`src/rtl/aes_stim_ctrl.sv`:
```
// Drives an AES-128 core one block at a time while work is high, feeding each result back as the next input.
// Latency: launch 1 cycle after work seen in IDLE; relaunch 2 cycles after aes_done. Flow: start/done handshake, WAIT aborts after TIMEOUT cycles.
module aes_stim_ctrl #(
    parameter logic [127:0] SEED    = 128'h00112233445566778899aabbccddeeff,
    parameter logic [127:0] KEY     = 128'h000102030405060708090a0b0c0d0e0f,
    parameter int unsigned  TIMEOUT = 1024
) (
    input  logic         clk,
    input  logic         rst_n,
    input  logic         work,
    input  logic         enc,
    output logic         aes_start,
    output logic         aes_enc,
    output logic [127:0] aes_key,
    output logic [127:0] aes_din,
    input  logic         aes_done,
    input  logic [127:0] aes_dout,
    output logic         busy,
    output logic [31:0]  blk_cnt,
    output logic [31:0]  sig,
    output logic         err
);
    localparam int unsigned   TW         = (TIMEOUT > 1) ? $clog2(TIMEOUT) : 1;
    localparam logic [TW-1:0] TIMER_LAST = TW'(TIMEOUT - 1);

    localparam logic [1:0] S_IDLE   = 2'd0;
    localparam logic [1:0] S_LAUNCH = 2'd1;
    localparam logic [1:0] S_WAIT   = 2'd2;
    localparam logic [1:0] S_UPDATE = 2'd3;

    logic [1:0]    r_state;
    logic [1:0]    w_state_nxt;
    logic          r_work_d;
    logic [TW-1:0] r_timer;
    logic [127:0]  r_dout;
    logic [127:0]  r_din;
    logic          r_enc;
    logic [31:0]   r_blk_cnt;
    logic [31:0]   r_sig;
    logic          r_err;

    logic          w_run_rise;
    logic          w_timeout;
    logic [31:0]   w_fold;

    assign w_run_rise = work & ~r_work_d;
    assign w_timeout  = (r_timer == TIMER_LAST);
    assign w_fold     = r_dout[127:96] ^ r_dout[95:64] ^ r_dout[63:32] ^ r_dout[31:0];

    // aes_done has priority over the timeout on the last WAIT cycle
    always_comb begin
        w_state_nxt = r_state;
        case (r_state)
            S_IDLE:   if (work) w_state_nxt = S_LAUNCH;
            S_LAUNCH: w_state_nxt = S_WAIT;
            S_WAIT: begin
                if (aes_done)       w_state_nxt = S_UPDATE;
                else if (w_timeout) w_state_nxt = S_IDLE;
            end
            S_UPDATE: w_state_nxt = work ? S_LAUNCH : S_IDLE;
            default:  w_state_nxt = S_IDLE;
        endcase
    end

    always_ff @(posedge clk or negedge rst_n) begin
        if (!rst_n) begin
            r_state   <= S_IDLE;
            r_work_d  <= 1'b0;
            r_timer   <= '0;
            r_dout    <= '0;
            r_din     <= SEED;
            r_enc     <= 1'b1;
            r_blk_cnt <= '0;
            r_sig     <= '0;
            r_err     <= 1'b0;
        end else begin
            r_state  <= w_state_nxt;
            r_work_d <= work;
            case (r_state)
                S_IDLE: begin
                    // a new run restarts the chain; launch may follow on this same edge
                    if (w_run_rise) begin
                        r_din     <= SEED;
                        r_blk_cnt <= '0;
                        r_sig     <= '0;
                        r_err     <= 1'b0;
                    end
                end
                S_LAUNCH: begin
                    r_enc   <= enc;
                    r_timer <= '0;
                end
                S_WAIT: begin
                    if (aes_done) begin
                        r_dout <= aes_dout;
                    end else begin
                        r_timer <= r_timer + TW'(1);
                        if (w_timeout) r_err <= 1'b1;
                    end
                end
                S_UPDATE: begin
                    r_blk_cnt <= r_blk_cnt + 32'd1;
                    r_sig     <= {r_sig[30:0], r_sig[31]} ^ w_fold;
                    r_din     <= r_dout;
                end
                default: ;
            endcase
        end
    end

    assign aes_start = (r_state == S_LAUNCH);
    assign busy      = (r_state != S_IDLE);
    assign aes_enc   = r_enc;
    assign aes_key   = KEY;
    assign aes_din   = r_din;
    assign blk_cnt   = r_blk_cnt;
    assign sig       = r_sig;
    assign err       = r_err;

endmodule

```
`config.mk`:
```
export PLATFORM = sky130hd
export DESIGN_NAME = aes_stim_ctrl
export DESIGN_NICKNAME = d
export VERILOG_FILES = /design/src/rtl/aes_stim_ctrl.sv
export SDC_FILE = /design/constraint.sdc
export NUM_CORES = 1
export LEC_CHECK = 0
export BUFFER_PORTS_ARGS = -buffer_cell sky130_fd_sc_hd__buf_2
export CELL_PAD_IN_SITES_DETAIL_PLACEMENT = 1
export CELL_PAD_IN_SITES_GLOBAL_PLACEMENT = 1
export CORE_MARGIN = 2
export CORE_UTILIZATION = 40
export DETAILED_ROUTE_END_ITERATION = 7
export PLACE_DENSITY_LB_ADDON = 0.1
export RECOVER_POWER = 25
export SETUP_SLACK_MARGIN = 0.4
export SLEW_MARGIN = 15
export SYNTH_ARGS = -nofsm -noshare
export SYNTH_HDL_FRONTEND = slang
export SYNTH_SLANG_ARGS = --single-unit
```
`constraint.sdc`:
```
create_clock -name clk -period 1.7 [get_ports clk]
set_input_delay 0 -clock clk [delete_from_list [all_inputs] [get_ports clk]]
set_output_delay 0 -clock clk [all_outputs]
set_load 0.01 [all_outputs]
```
# Yosys cells after proc, flatten, opt, wreduce, memory -nomap -nowiden
# Cells that the tools add are included.
[totals] register_bits=335 inputBits=133 output_inout_bits=324 wordCells=52
[classes] addsub=2 eq_ne=9 mux=16 n_bitwise=6 reduce_logical=10
[op_table] op="128-bit case mux with 2 select lines" n=1
[op_table] op="128-bit two-way mux" n=1
[op_table] op="32-bit case mux with 2 select lines" n=2
[op_table] op="32-bit XOR" n=4
[op_table] op="32-bit by 1-bit adder with 32-bit output (second input constant)" n=1
[op_table] op="32-bit two-way mux" n=1
[op_table] op="10-bit case mux with 2 select lines" n=1
[op_table] op="10-bit by 1-bit adder with 10-bit output (second input constant)" n=1
[op_table] op="10-bit equality test (second input constant)" n=1
[op_table] op="10-bit two-way mux" n=1
[op_table] op="2-bit inequality test (second input constant)" n=4
[op_table] op="2-bit case mux with 4 select lines" n=1
[op_table] op="2-bit AND reduction" n=4
[op_table] op="2-bit nonzero test" n=4
[op_table] op="2-bit two-way mux" n=3
[op_table] op="2-bit equality test (second input constant)" n=2
[op_table] op="1-bit two-way mux" n=4
[op_table] op="4-bit AND reduction" n=1
[op_table] op="3-bit inequality test (second input constant)" n=1
[op_table] op="2-bit by 1-bit equality test with 1-bit output (second input constant)" n=1
[op_table] op="2-bit logical NOT" n=1
[op_table] op="1-bit case mux with 2 select lines" n=1
[op_table] op="1-bit bitwise AND" n=1
[op_table] op="1-bit NOT" n=1

# Logic depth before layout (Yosys ltp)
# Gate-level depths: netlist (run 1).
[depth] depth_word=5 mapped_depth=7 ltp_nobuf=5

# Worst setup path before layout (run 1)
# Ideal clock, no wire load.
[synth_timing] path_kind="flip-flop to flip-flop" start="reg r_state[0]" end="reg r_timer[9]" setup_time_ns=0.136 t_arrival_ns=1.415 required_time_ns=1.564 path_slack_ns=0.149 stages_incl_launch_ff=6 n_path_buf=2 period_less_slack_ns=1.551 path_cell_list="dfrtp_1 buf_4 or3b_1 buf_2 o311ai_1 o41ai_1"
[synth_between] elab_chain_len=3 word_cells_on_any_way=6 cone_classes="3 x eq/ne; 1 x mux; 2 x reduce/logical"
[synth_lines] item="from (decl)" line_no="31" text="logic [1:0] r_state;"
[synth_lines] item="from (signal assigned)" line_no="77" text="r_state <= w_state_nxt;"
[synth_lines] item="2-bit equality test or 2-bit by 1-bit equality test with 1-bit output (tied branches)" line_no="79" text="case (r_state)"
[synth_lines] item="2-bit inequality test (no line) or 2-bit nonzero test (tied branches)"
[synth_lines] item="2-bit AND reduction (no line)"
[synth_lines] item="to (signal assigned)" line_no="97" text="r_timer <= r_timer + TW'(1);"
[synth_lines] item="to (decl)" line_no="34" text="logic [TW-1:0] r_timer;"
# Parallel ways exist; a longest one is shown, timed or not.
# A chain may end at the register's enable or synchronous reset.

# Worst setup path in the final report (run 1)
[layout_timing] start="reg r_state[0]" end="reg r_dout[35]"
[layout_between] elab_chain_len=2
[layout_lines] item="2-bit equality test" line_no="79"
[layout_lines] item="2-bit AND reduction (no line)"
[layout_lines] item="to (signal assigned)" line_no="95" text="r_dout <= aes_dout;"
[layout_lines] item="to (decl)" line_no="35" text="logic [127:0] r_dout;"
# No other way between the ends.

==> flow_summary.json, run 1 <==
{
  "worst_slack_ps": 59.52,
  "drc": 0,
  "hold_path.class": "in -> async",
  "min_period_ps": 1640,
  "cp_data_arrival_time_ps": 2060,
  "coreArea_mm2": 0.03784,
  "yosysWarnings": 0,
  "clock_latency_ps": 550,
  "pwr-share-seq_pct": 35.9,
  "end_kind": "flop",
  "dp_cells": 2248,
  "multi_input_area_mm2": 0.006397,
  "max_stage_delay_ps": 450,
  "layout-drive-gt1-share_pct": 37.20,
  "avgRoutedWirePerCell_um": 20.93,
  "hold_viol_final": 18,
  "synth.area.mux_share_pct": 11.16,
  "vias_per_cell": 4.884,
  "totalNegativeSetupSlack_ps": 0,
  "p_switching_mw": 16.25,
  "synth-compound-area-share_pct": 5.012,
  "fin_crit_sh_pct": 96.50,
  "cts_buffers": 39,
  "synth_edf_count": 0,
  "leakage_nw": 10.21,
  "pre_cts_ws_ps": 2.623,
  "die_h_um": 200.4,
  "synth_cell_type_count": 42,
  "reg2reg_from": "r_state[0]",
  "switching_share_pct": 37.80,
  "holdWs_ps": -14.52,
  "yosys.area_share.adder_pct": 0.1622,
  "drtAntennaViolNets": 0,
  "slew_headroom_pct": 38.31,
  "seqCellArea_mm2": 0.008478,
  "worstPathMaxFanout": 9,
  "grt_pass1_vias": 12980,
  "netlist_area_mm2": 0.01543,
  "fillers": 4173,
  "initial_core_util_pct": 40.77,
  "cts_max_level": 2,
  "crit_type": "reg -> reg",
  "dieArea_mm2": 0.04015,
  "setup_viol": 0,
  "instances_no_fill": 2501,
  "grt_max_degree": 65,
  "fmax_mhz": 609.6,
  "clock_power_share_pct": 21.0,
  "dieWidth_um": 200.4,
  "synth_top_family_by_area": "simple AND/OR/NAND/NOR gates",
  "crit_start": "r_state[0]",
  "grt_setup_unrepaired": "true",
  "critPathRequiredTime_ps": 2120,
  "p_per_area_mw_per_mm2": 2033,
  "internal_power_mw": 26.75,
  "drv_slew": 0,
  "synthXorXnorAreaFrac_pct": 7.380,
  "cp-start-kind": "flop",
  "worstMarginPinSlew_ps": 925.4,
  "violations": "hold timing",
  "clk_pin_slew_ps": 60,
  "syn_area_per_cell_um2": 10.77,
  "synth_most_common_cell": "nand2_1",
  "maxCapViolCount": 0,
  "nets": 2090,
  "io_pins": 457,
  "grt_use_total_pct": 24.71,
  "critPathSlowestCell": "dfrtp_2",
  "p_total_mw": 43.00,
  "ys_ff_latch": 335,
  "combPwrFrac_pct": 43.1,
  "crit_family": "buffers and inverters",
  "grt_first_pass_wirelength_um": 77000,
  "synth_top_area_cell": "dfrtp_1",
  "io_buffers": 328,
  "dp_hpwl_um": 33250,
  "irDropWorstVdd_mv": 0.9588,
  "syn-instance-count": 1432,
  "cts_max_path_buffers": 3,
  "yosysSeqAreaShare_pct": 54.87,
  "place.gp.congestion": 0.8178,
  "row_count": 71,
  "cts.sinks": 335,
  "outcome": "finished with violations",
  "synthTopCellsByArea": "dfrtp_1 (44%), dfstp_2 (11%), mux2_2 (9.3%)",
  "path_cells": "buf_6 -> nor2b_4 -> nand2_8 -> buf_8 -> clkbuf_16 -> mux2_2",
  "synth.top_cell.area_share_pct": 43.80,
  "yosys.area_share.simple_pct": 12.99,
  "cts_tree": "done",
  "drtIter0Drc": 470,
  "area_growth_syn_to_layout_pct": 37.08,
  "ys_async_sr_fraction_pct": 100.0,
  "cp_num_buf_inv": 3,
  "grt_overflow": 0,
  "finClkSkew_ps": 16.62,
  "clock-root-buffer": "clkbuf_16",
  "synth_ff_type": "dfrtp_1",
  "vias": 12220,
  "firstDrtPassIters": 6,
  "wl_um": 52360,
  "antenna_found_initial": 7,
  "ys_top_cells_by_count": "nand2_1 (309), dfrtp_1 (270), o21ai_0 (131), buf_4 (130), mux2_2 (128)"
}
per-stage QoR:
step	hold WS, ps	instance area, um2	util, %
6_report	-14.52	21150	55.88
5_1_grt	16.02	21150	55.88
4_1_cts	0.4455	20600	54.44
3_5_place_dp	-12.13	17610	46.53
3_3_place_gp	-13.70	17610	46.53
2_1_floorplan	-295.6	16060	-
area by class of cell:
class / count / share of cell area (%)
inverters: 2 / 0.03550
multi-input cells: 1018 / 30.25
flip-flops and latches: 335 / 40.09
clock buffers: 59 / 5.502
diodes: 6 / 0.07100
clock inverters: 11 / 0.9821
repair buffers: 559 / 20.04
well taps: 511 / 3.023
worst register-to-register path: stages, from the launching register on:
cell	delay, ps
dfrtp_2	450
buf_6	140
nor2b_4	190
nand2_8	110
buf_8	160
clkbuf_16	170
mux2_2	280
sequential cells by signal, summed over array words and instances (netlist names):
register  cells
aes_din     128
r_dout      128
blk_cnt      32
sig          32
r_timer      10
r_state       2
aes_enc       1
err           1
r_work_d      1
final timing paths:
path	end	slack, ps	cells after the start
max	r_dout[35]	60	6
min	r_timer[5]	-10	2
max reg2reg	r_dout[35]	60	6
min reg2reg	aes_din[11]	490	2
max in group asynchronous	sig[9]	430	3
min in group clk	r_dout[34]	220	3
per-layer routing:
metal  track usage, %  wire (um)  vias up
li1                 -          -     5567
met1            30.75      21340     6173
met2            42.11      26190      388
met3            5.906       3215       86
met4            8.519       1596        2
met5                0         13        -
power by group through the flow:
stage / combinational (mW) / sequential (mW) / clock [mW]
after floorplan: 10.5 / 15.5 / 0
after global placement: 16.8 / 15.3 / 0
after detailed placement: 17.2 / 15.4 / 0
after CTS: 17.9 / 15.3 / 9.23
after global routing: 20.3 / 15.9 / 9.52
final: 18.5 / 15.4 / 9.04
placed cells by master (no fill, tap or decap), types with 5 or more instances in the layout:
master,instances
buf_2,326
nand2_1,305
dfrtp_1,259
dlygate4sd3_1,134
mux2_2,128
conb_1,128
o21ai_0,104
xnor2_1,97
nand3_1,82
dfstp_2,65
clkbuf_16,49
buf_4,42
xor2_1,33
mux2i_1,28
o21ai_2,17
o21ai_1,16
buf_6,15
clkbuf_1,14
buf_12,14
nand4_1,13
dfrtp_2,11
and3_1,7
clkbuf_8,7
diode_2,6
a21oi_1,6
bufinv_16,6
buf_8,6
buf_16,6
nor2_1,5
nor2_4,5
what timing repair did:
| item | in CTS | in global routing |
|---|---|---|
| resized for setup | 26 | 83 |
| hold buffers | 134 | 0 |
| hold endpoints to repair | 408 | 0 |
| buffers inserted | 13 | 16 |
| pin swaps | 12 | 36 |
| setup endpoints to repair | 335 | 335 |
| gates cloned | 3 | 11 |
cell families after synthesis:
kind of cell / count (synthesis)
xor+xnor: 130
buf+inv: 205
other cells: 2
mux: 156
fa+ha+maj: 2
flops: 335
compound gates: 151
simple gates: 451
Note: power is estimated with default switching activity, not from simulation.
==> run 2: changes to the inputs <==
--- a/config.mk
+++ b/config.mk
@@ -5,11 +5,13 @@
 export SDC_FILE = /design/constraint.sdc
 export NUM_CORES = 1
 export LEC_CHECK = 0
+export ABC_AREA = 1
 export BUFFER_PORTS_ARGS = -buffer_cell sky130_fd_sc_hd__buf_2
 export CELL_PAD_IN_SITES_DETAIL_PLACEMENT = 1
 export CELL_PAD_IN_SITES_GLOBAL_PLACEMENT = 1
+export CORE_ASPECT_RATIO = 0.6
 export CORE_MARGIN = 2
-export CORE_UTILIZATION = 40
+export CORE_UTILIZATION = 35
 export DETAILED_ROUTE_END_ITERATION = 7
 export PLACE_DENSITY_LB_ADDON = 0.1
 export RECOVER_POWER = 25
==> constraint.sdc (replaced) <==
create_clock -name clk -period 1.4 [get_ports clk]
set_input_delay 0 -clock clk [delete_from_list [all_inputs] [get_ports clk]]
set_output_delay 0 -clock clk [all_outputs]
set_load 0.01 [all_outputs]
==> flow_summary.json, run 2 <==
{
  "outcome": "finished with violations",
  "violations": "setup timing",
  "grt_use_total_pct": 22.88,
  "grt_overflow": 0,
  "dieArea_mm2": 0.04776,
  "ys_async_sr_fraction_pct": 100.0,
  "dp_cells": 2719,
  "pre_cts_ws_ps": -216.8,
  "min_period_ps": 1550,
  "synth_most_common_cell": "nand2_1",
  "clk_pin_slew_ps": 60,
  "end_kind": "flop",
  "clock_latency_ps": 530,
  "cts_max_level": 2,
  "cts_buffers": 35,
  "seqCellArea_mm2": 0.008486,
  "avgRoutedWirePerCell_um": 19.01,
  "r2r_end": "blk_cnt[10]",
  "drtIter0Drc": 619,
  "fin_crit_sh_pct": 110.7,
  "maxCapViolCount": 0,
  "vias": 13670,
  "hold_path.class": "in -> async",
  "grt_pass1_vias": 14370,
  "synth_edf_count": 0,
  "crit_start": "blk_cnt[1]",
  "synth.top_cell.area_share_pct": 41.99,
  "finClkSkew_ps": 22.23,
  "syn-instance-count": 1724,
  "dieWidth_um": 280.8,
  "final_common_cell": "nand2_1",
  "grt_setup_unrepaired": "true",
  "diodes": 0,
  "ys_top_cells_by_count": "nand2_1 (429), dfrtp_1 (270), nor2_1 (134), buf_4 (132), inv_1 (127)",
  "coreArea_mm2": 0.04512,
  "firstDrtPassIters": 4,
  "synth_cell_type_count": 32,
  "drv_slew": 0,
  "initial_core_util_pct": 35.66,
  "cp_data_arrival_time_ps": 1960,
  "netlist_area_mm2": 0.01609,
  "grt_max_degree": 54,
  "synth_ff_type": "dfrtp_1",
  "antenna_found_initial": 0,
  "totalNegativeSetupSlack_ps": -18000,
  "critPathRequiredTime_ps": 1810,
  "io_buffers": 328,
  "drtAntennaViolNets": 0,
  "worstPathMaxFanout": 3,
  "place.gp.congestion": 0.8478,
  "worst_slack_ps": -150.4,
  "p_switching_mw": 20.39,
  "cts_tree": "done",
  "crit_type": "reg -> reg",
  "wl_um": 55780,
  "cp-start-kind": "flop",
  "hold_viol_final": 0,
  "synthTopCellsByArea": "dfrtp_1 (42%), dfstp_2 (11%), nand2_1 (10%)",
  "yosysWarnings": 0,
  "fmax_mhz": 645.0,
  "row_count": 60,
  "io_pins": 457,
  "clock-root-buffer": "clkbuf_16",
  "internal_power_mw": 29.95,
  "drc": 0,
  "vias_per_cell": 4.657,
  "yosysSeqAreaShare_pct": 52.61,
  "combPwrFrac_pct": 43.8,
  "area_growth_syn_to_layout_pct": 36.55,
  "instances_no_fill": 2934,
  "cts_max_path_buffers": 3,
  "slew_headroom_pct": 47.22,
  "cts.sinks": 335,
  "synth_top_area_cell": "dfrtp_1",
  "ys_ff_latch": 335,
  "reg2reg_depth": 9,
  "die_h_um": 170.1,
  "crit_end": "blk_cnt[10]",
  "irDropWorstVdd_mv": 0.9679,
  "fillers": 5241,
  "dp_hpwl_um": 39680,
  "layout-drive-gt1-share_pct": 34.27,
  "worstMarginPinSlew_ps": 791.7,
  "syn_area_per_cell_um2": 9.332,
  "grt_first_pass_wirelength_um": 84810,
  "clock_power_share_pct": 18.8,
  "final_cell_mix": "nand2_1 (410), buf_2 (327), dfrtp_1 (253)",
  "setup_viol": 262,
  "pwr-share-seq_pct": 37.4,
  "leakage_nw": 10.95,
  "rrSetupSlack_ps": -150,
  "hold_buffers": 132,
  "switching_share_pct": 40.50,
  "multi_input_area_mm2": 0.006869,
  "p_per_area_mw_per_mm2": 2291,
  "reg2reg_from": "blk_cnt[1]",
  "nets": 2422
}
==> run 2: changes by cell type after synthesis, moves of 34 or more <==
| cell | previous run | this run |
|---|---|---|
| inv_1 | 1 | 127 |
| nor2_1 | 12 | 134 |
| nand2_1 | 309 | 429 |
| o21ai_0 | 131 | 70 |
| xnor2_1 | 97 | 56 |
| a21oi_1 | 6 | 40 |
==> run 2: layout make-up <==
class                   count  area share (%)
multi-input cells        1197           31.27
flip-flops and latches    335           38.62
clock buffers              51           4.488
repair buffers            589           19.23
clock inverters            13          0.5923
inverters                 129           2.272
well taps                 620           3.531
==> run 2: worst min path at each step <==
stage	from	to	slack, ps	cells after the start
after floorplan	rst_n	aes_din[102]	-300	0
after global placement	rst_n	aes_din[56]	-130	1
after detailed placement	rst_n	aes_din[56]	-130	1
after CTS	rst_n	aes_din[56]	-90	2
after global routing	rst_n	aes_din[56]	120	2
final	rst_n	aes_din[56]	100	2
==> run 2: per-layer routing <==
layer | up-vias | wire length [um] | share of wire (%) | track usage (%)
met5 | - | 0 | 0 | 0
met4 | 0 | 1504 | 2.7 | 6.324
met3 | 74 | 2267 | 4.1 | 3.858
met2 | 267 | 26580 | 48 | 37.66
met1 | 6899 | 25430 | 46 | 31.16
li1 | 6425 | - | - | -
==> run 2: metrics by stage <==
stage | hold WS (ps) | util (%) | instance area, um2 | total power, mW
after floorplan | -295.6 | - | 16980 | 32.12
after global placement | -126.6 | 42.27 | 19070 | 39.56
after detailed placement | -127.3 | 42.27 | 19070 | 40.46
after CTS | -88.72 | 48.19 | 21740 | 50.68
after global routing | 117.7 | 48.69 | 21970 | 54.04
final | 100.8 | 48.69 | 21970 | 50.34
==> run 2: cell families (layout without fill, tap and decap cells) <==
kind of cell	count (synthesis)	in the layout	synth area share [%]
mux	95	95	6.649
simple gates	711	711	18.14
fa+ha+maj	2	2	0.1555
other cells	2	128	0.04668
buf+inv	318	782	10.86
xor+xnor	81	81	4.409
compound gates	180	180	7.123
flops	335	335	52.61
==> run 2: power by group through the flow <==
stage               registers [mW]  logic (mW)  clock network, mW
floorplan                     18.9        13.2                  0
global route                  19.4        24.5               10.1
CTS                           18.8        22.2               9.70
finish                        18.8        22.1               9.45
detailed placement            18.9        21.6                  0
global placement              18.7        20.8                  0
==> run 2: what timing repair did <==
item	4_1_cts	5_1_grt
endpoints found under the hold margin	467	14
pin swaps	12	11
gates resized for setup	53	48
gates cloned	0	1
buffers inserted	10	8
endpoints found under the setup margin	530	530
==> run 2: critical path, cell delays in order, from the launching register on <==
cell and delay, ps:
dfrtp_1 410, ha_4 190, nand2_4 60, nor2_4 170, nand3_4 120, nor2_4 170
buf_4 150, nand2_1 60, o21ai_1 70, inv_1 50
